### config.mk
export PLATFORM = sky130hd
export DESIGN_NAME = goldschmidt_iter_ctrl
export DESIGN_NICKNAME = d
export VERILOG_FILES = /design/src/rtl/gs_pkg.sv /design/src/rtl/gs_fxmul.sv /design/src/rtl/goldschmidt_iter_ctrl.sv
export SDC_FILE = /design/constraint.sdc
export NUM_CORES = 1
export LEC_CHECK = 0
export ABC_AREA = 1
export CORE_MARGIN = 8
export CORE_UTILIZATION = 35
export CTS_BUF_LIST = sky130_fd_sc_hd__clkbuf_16
export DETAILED_ROUTE_END_ITERATION = 10
export PLACE_DENSITY = 0.56
export SYNTH_ARGS = -nofsm -noshare
export SYNTH_HDL_FRONTEND = slang
export SYNTH_SLANG_ARGS = --single-unit
### constraint.sdc
create_clock -name clk -period 6.45 [get_ports clk]
set_input_delay 0.645 -clock clk [delete_from_list [all_inputs] [get_ports clk]]
set_output_delay 0.645 -clock clk [all_outputs]
set_load 0.02 [all_outputs]
### src/rtl/gs_pkg.sv
// Shared defaults, fixed-point constants and FSM state encoding for the
// Goldschmidt divider iteration engine.
package gs_pkg;

    localparam int GS_WIDTH = 16;
    localparam int GS_FRAC  = 14;
    localparam int GS_ITERS = 4;

    localparam logic [GS_WIDTH-1:0] ONE  = GS_WIDTH'(1) << GS_FRAC;
    localparam logic [GS_WIDTH-1:0] TWO  = ONE << 1;
    localparam logic [GS_WIDTH-1:0] QMAX = '1;

    localparam logic [1:0] IDLE = 2'd0;
    localparam logic [1:0] ITER = 2'd1;
    localparam logic [1:0] DONE = 2'd2;

endpackage

### src/rtl/gs_fxmul.sv
// Unsigned fixed-point multiply with saturation to all ones.
// GS_ROUND_EN selects round-half-up instead of truncation.
module gs_fxmul
    import gs_pkg::*;
#(
    parameter int WIDTH = GS_WIDTH,
    parameter int FRAC  = GS_FRAC
) (
    input  logic [WIDTH-1:0] a,
    input  logic [WIDTH-1:0] b,
    output logic [WIDTH-1:0] y
);

`ifdef GS_ROUND_EN
    localparam logic [2*WIDTH:0] RND = (2*WIDTH+1)'(1) << (FRAC-1);
`else
    localparam logic [2*WIDTH:0] RND = '0;
`endif

    logic [2*WIDTH:0] ax, bx, prod, shifted;
    logic             sat;

    // One spare top bit so the rounding carry is seen by the saturation test.
    always_comb begin
        ax      = {{(WIDTH+1){1'b0}}, a};
        bx      = {{(WIDTH+1){1'b0}}, b};
        prod    = ax * bx + RND;
        shifted = prod >> FRAC;
        sat     = |shifted[2*WIDTH:WIDTH];
        y       = sat ? '1 : shifted[WIDTH-1:0];
    end

endmodule

### src/rtl/goldschmidt_iter_ctrl.sv
// Sequential Goldschmidt iteration engine: q ~= n_in/d_in after ITERS passes
// of F = 2 - D; N *= F; D *= F. Optional rounding via GS_ROUND_EN.
module goldschmidt_iter_ctrl
    import gs_pkg::*;
#(
    parameter int WIDTH = GS_WIDTH,
    parameter int FRAC  = GS_FRAC,
    parameter int ITERS = GS_ITERS
) (
    input  logic             clk,
    input  logic             reset,
    input  logic             start,
    input  logic [WIDTH-1:0] n_in,
    input  logic [WIDTH-1:0] d_in,
    output logic             busy,
    output logic             done,
    output logic             err,
    output logic [WIDTH-1:0] q
);

    localparam int               CW    = $clog2(ITERS+1);
    localparam int               NW    = WIDTH-FRAC+1;
    localparam logic [WIDTH-1:0] F_TWO = WIDTH'(2) << FRAC;

    logic [1:0]       state;
    logic [WIDTH-1:0] n_r, d_r, f, n_nx, d_nx;
    logic [CW-1:0]    cnt;
    logic             d_ok;

    // Normalised divisor in [0.5,1.0): integer bits zero, MSB fraction bit set.
    assign d_ok = (d_in[WIDTH-1:FRAC-1] == NW'(1));
    assign f    = F_TWO - d_r;

    gs_fxmul #(.WIDTH(WIDTH), .FRAC(FRAC)) u_mul_n (.a(n_r), .b(f), .y(n_nx));
    gs_fxmul #(.WIDTH(WIDTH), .FRAC(FRAC)) u_mul_d (.a(d_r), .b(f), .y(d_nx));

    always_ff @(posedge clk or posedge reset) begin
        if (reset) begin
            state <= IDLE;
            n_r   <= '0;
            d_r   <= '0;
            cnt   <= '0;
            busy  <= 1'b0;
            done  <= 1'b0;
            err   <= 1'b0;
            q     <= '0;
        end else begin
            done <= 1'b0;
            case (state)
                IDLE: if (start) begin
                    if (d_ok) begin
                        state <= ITER;
                        n_r   <= n_in;
                        d_r   <= d_in;
                        cnt   <= '0;
                        busy  <= 1'b1;
                        err   <= 1'b0;
                    end else begin
                        state <= DONE;
                        done  <= 1'b1;
                        err   <= 1'b1;
                        q     <= '1;
                    end
                end
                ITER: begin
                    n_r <= n_nx;
                    d_r <= d_nx;
                    cnt <= cnt + 1'b1;
                    if (cnt == CW'(ITERS-1)) begin
                        state <= DONE;
                        done  <= 1'b1;
                        busy  <= 1'b0;
                        q     <= n_nx;
                    end
                end
                default: state <= IDLE;
            endcase
        end
    end

endmodule

==> metrics.txt <==
# TYPE chip_impl_metric gauge
chip_impl_metric{name="clock_skew",unit="ns"} 0.0125
chip_impl_metric{name="worst_ep_arrival_time",unit="ns"} 7.20
chip_impl_metric{name="detailedPlacementHpwl",unit="microns"} 59100
chip_impl_metric{name="max_slew_violations",unit=""} 0
chip_impl_metric{name="setup_violations",unit=""} 48
chip_impl_metric{name="route.vias.total",unit=""} 18300
chip_impl_info{name="ys_dominant_reg_cell",value="dfrtp_1"} 1
chip_impl_metric{name="top_level_ports",unit=""} 54
chip_impl_metric{name="clock_tree.buffer_depth",unit=""} 2
chip_impl_metric{name="synth_edf_count",unit=""} 0
chip_impl_info{name="critPathLaunchType",value="flip-flop"} 1
chip_impl_metric{name="dr.pass1.iters",unit=""} 5
chip_impl_metric{name="finalHoldViolations",unit=""} 0
chip_impl_metric{name="syn_avg_cell_area",unit="sq um"} 7.55
chip_impl_metric{name="syn_inst",unit=""} 2660
chip_impl_metric{name="clock_latency",unit="ns"} 0.32
chip_impl_metric{name="fin_hold_ws",unit="ns"} 0.485
chip_impl_metric{name="initial_utilization",unit="%"} 35.5
chip_impl_metric{name="drc",unit=""} 0
chip_impl_metric{name="cts_hold_buf",unit=""} 0
chip_impl_metric{name="number_of_maximum_capacitance_violations",unit=""} 0
chip_impl_metric{name="ys.warnings.count",unit=""} 0
chip_impl_metric{name="worst_setup_hold_path_clk_slew",unit="ns"} 0.09
chip_impl_metric{name="max_slew_margin",unit="%"} 29.4
chip_impl_metric{name="min_period_over_period",unit="%"} 108
chip_impl_metric{name="clock_tree.htree_level_count",unit=""} 2
chip_impl_info{name="status",value="complete, but fails checks"} 1
chip_impl_metric{name="seq_area_frac_synth",unit="%"} 6.98
chip_impl_metric{name="diodes",unit=""} 0
chip_impl_metric{name="dieHeight",unit="microns"} 255
chip_impl_metric{name="dr.first_iter.drc_count",unit=""} 1182
chip_impl_metric{name="floorplan.die_area",unit="sq um"} 65300
chip_impl_metric{name="synth_area",unit="sq um"} 20100
chip_impl_metric{name="timing.critical_path.fanout_max",unit=""} 7
chip_impl_metric{name="postSynthNetCount",unit=""} 3302
chip_impl_metric{name="syn_to_final_growth",unit="%"} 29.1
chip_impl_metric{name="synth_top_area_share",unit="%"} 38.5
chip_impl_metric{name="worstMarginPinSlew",unit="ns"} 1.06
chip_impl_metric{name="final.fill_count",unit=""} 5685
chip_impl_info{name="failed_checks",value="setup timing"} 1
chip_impl_metric{name="cts_inserted_buffers",unit=""} 5
chip_impl_metric{name="netlist-cell-type-count",unit=""} 44
chip_impl_metric{name="final_layout_size_suffix_gt1_share",unit="%"} 23.5
chip_impl_metric{name="gr-usage-all-layers",unit="%"} 21.1
chip_impl_metric{name="timing.reg2reg.setup_slack",unit="ns"} -0.54
chip_impl_info{name="criticalPathCategory",value="reg2reg"} 1
chip_impl_metric{name="timing.critical_path.required",unit="ns"} 6.66
chip_impl_metric{name="avgRoutedWirePerCell",unit="microns"} 18.5
chip_impl_metric{name="dr_vias_cell",unit=""} 4.88
chip_impl_metric{name="antenna_found_initial",unit=""} 0
chip_impl_metric{name="global_route.overflow_total",unit=""} 0
chip_impl_metric{name="reg_area",unit="sq um"} 1400
chip_impl_metric{name="fmaxAchievable",unit="MHz"} 143
chip_impl_metric{name="slowest_delay",unit="ns"} 0.51
chip_impl_info{name="path_common_cell",value="fa_1"} 1
chip_impl_info{name="worst_hold_path_type",value="reg2reg"} 1
chip_impl_metric{name="postRouteWirelength",unit="microns"} 69600
chip_impl_metric{name="cts_num_sinks",unit=""} 56
chip_impl_metric{name="pin_count_of_the_biggest_net_entering_global_routing",unit=""} 57
chip_impl_metric{name="timing.final.crit_period",unit="ns"} 6.99
chip_impl_info{name="critPathSlowestCell",value="fa_1"} 1
chip_impl_info{name="tritoncts_clock_tree",value="yes"} 1
chip_impl_info{name="synthDominantAreaCellType",value="fa_1"} 1
chip_impl_info{name="clock_tree.root_cell",value="clkbuf_16"} 1
chip_impl_metric{name="synthesis_stage_register_bit_count",unit=""} 56
chip_impl_info{name="setup.worst_path.end_class",value="flip-flop"} 1
chip_impl_metric{name="dieWidth",unit="microns"} 255
chip_impl_metric{name="timing.final.ws_setup",unit="ns"} -0.543
chip_impl_info{name="rsz0062_at_grt",value="yes"} 1
chip_impl_metric{name="placement.setup.worst_slack",unit="ns"} -0.819
chip_impl_metric{name="multi_input_comb_area",unit="sq um"} 17600
chip_impl_metric{name="drtAntennaViolNets",unit=""} 0
chip_impl_metric{name="core-area",unit="sq um"} 56600
chip_impl_metric{name="rows",unit=""} 87
chip_impl_metric{name="fraction_of_registers_with_async_set_or_reset_after_synthesis",unit="%"} 100
chip_impl_metric{name="port_buffers",unit=""} 53
chip_impl_info{name="yosys-top-cells-area",value="fa_1, ha_1, nand2_1"} 1
chip_impl_metric{name="first_global_vias",unit=""} 20000
chip_impl_metric{name="first_pass_grt_wire_length",unit="microns"} 110000
chip_impl_metric{name="design.final.nets",unit=""} 3645
chip_impl_metric{name="globalplace.congestion",unit=""} 0.961
final timing paths:
kind                       cells after the start          startpoint             endpoint
setup reg to reg                              36  d_r[0]$_DFFE_PP0P_     q[2]$_DFFE_PP0P_
hold reg to reg                                2    q[0]$_DFFE_PP0P_     q[0]$_DFFE_PP0P_
max in group asynchronous                      3               reset   d_r[0]$_DFFE_PP0P_
setup / recovery                              36  d_r[0]$_DFFE_PP0P_     q[2]$_DFFE_PP0P_
hold / removal                                 2    q[0]$_DFFE_PP0P_     q[0]$_DFFE_PP0P_
min in group asynchronous                      3               reset  n_r[15]$_DFFE_PP0P_
layout make-up:
type	instances	share of cell area (%)
multi-input combinational	1917	68.0
tap	756	3.65
sequential	56	5.42
clock inverter	3	0.111
timing repair inverter	1	0.0290
inverter	600	8.86
timing repair buffer	422	13.5
clock buffer	5	0.483
cell families after synthesis:
| kind of cell | count (synthesis) | synth area share, % |
|---|---|---|
| flip-flops | 56 | 6.98 |
| AO/OA/AOI/OAI | 154 | 4.16 |
| buffers and inverters | 688 | 13.0 |
| AND/OR/NAND/NOR | 1139 | 22.9 |
| XOR/XNOR | 16 | 0.698 |
| adder cells (fa/ha/maj) | 607 | 52.3 |
layout by cell type, fill, tap and decap left out, types with 8 or more instances in the layout:
master and count:
buf_6 18, nand2_4 30, nand2_1 576, ha_1 181, nor2_4 24, nand4_1 9
clkinv_1 8, inv_2 18, clkdlybuf4s50_1 53, o21ai_0 27, buf_12 8, inv_1 563
fa_2 9, nor2_2 43, dfrtp_1 54, nand2_2 69, ha_4 38, nor2_1 314
nand3_1 39, nand3_2 14, a21oi_1 44, fa_1 377, buf_4 340, o21ai_1 14
a21oi_2 21, a21oi_4 18
worst max-delay path, delay by kind of cell (launching register included):
| family | cells | cell delay [ns] |
|---|---|---|
| AOI/OAI and AO/OA | 2 | 0.23 |
| adders and majority gates | 9 | 3.54 |
| buffers and inverters | 8 | 0.86 |
| DFF | 1 | 0.49 |
| and+or+nand+nor | 17 | 1.75 |
cells in the mapped netlist (11+ instances only):
cell type and instances:
nand2_1 651, inv_1 582, fa_1 386, nor2_1 378, ha_1 221, a21oi_1 82
clkbuf_1 77, dfrtp_1 56, nand3_1 53, o21ai_0 41, nand2_4 14, clkinv_1 13
nor3_1 11
metrics by stage:
stage / setup TNS, ns / instance area, sq um / utilization (%) / std cells
2_1_floorplan: -6.82 / 20300 / - / 2660
3_3_place_gp: -32.83 / 23800 / 42.1 / 3698
3_5_place_dp: -34.69 / 23800 / 42.1 / 3698
4_1_cts: -21.15 / 25400 / 44.9 / 3746
5_1_grt: -33.44 / 25900 / 45.8 / 3760
6_report: -20.79 / 25900 / 45.8 / 3760
sequential cells by signal, summed over array words and instances, names as in the netlist:
name and flops:
d_r 16, n_r 16, q 16, cnt 3, state 2, busy 1, done 1, err 1
repair_timing:
action	CTS	global route
pin swaps	65	61
gates resized for setup	272	98
gates cloned	3	0
setup endpoints to repair	48	48
buffers inserted	38	18
per-layer routing:
| layer | wire, microns | part of all wire [%] | up-vias | global-route usage (%) |
|---|---|---|---|---|
| met5 | 0 | 0 | - | 0 |
| met4 | 3360 | 4.8 | 0 | 8.66 |
| met3 | 3090 | 4.4 | 164 | 2.41 |
| met2 | 35400 | 51 | 510 | 38.4 |
| met1 | 27700 | 40 | 9182 | 24.9 |
| li1 | - | - | 8484 | - |
Power is not shown: default switching activity piles up to over one toggle a cycle in this logic, so the estimate is an artifact.
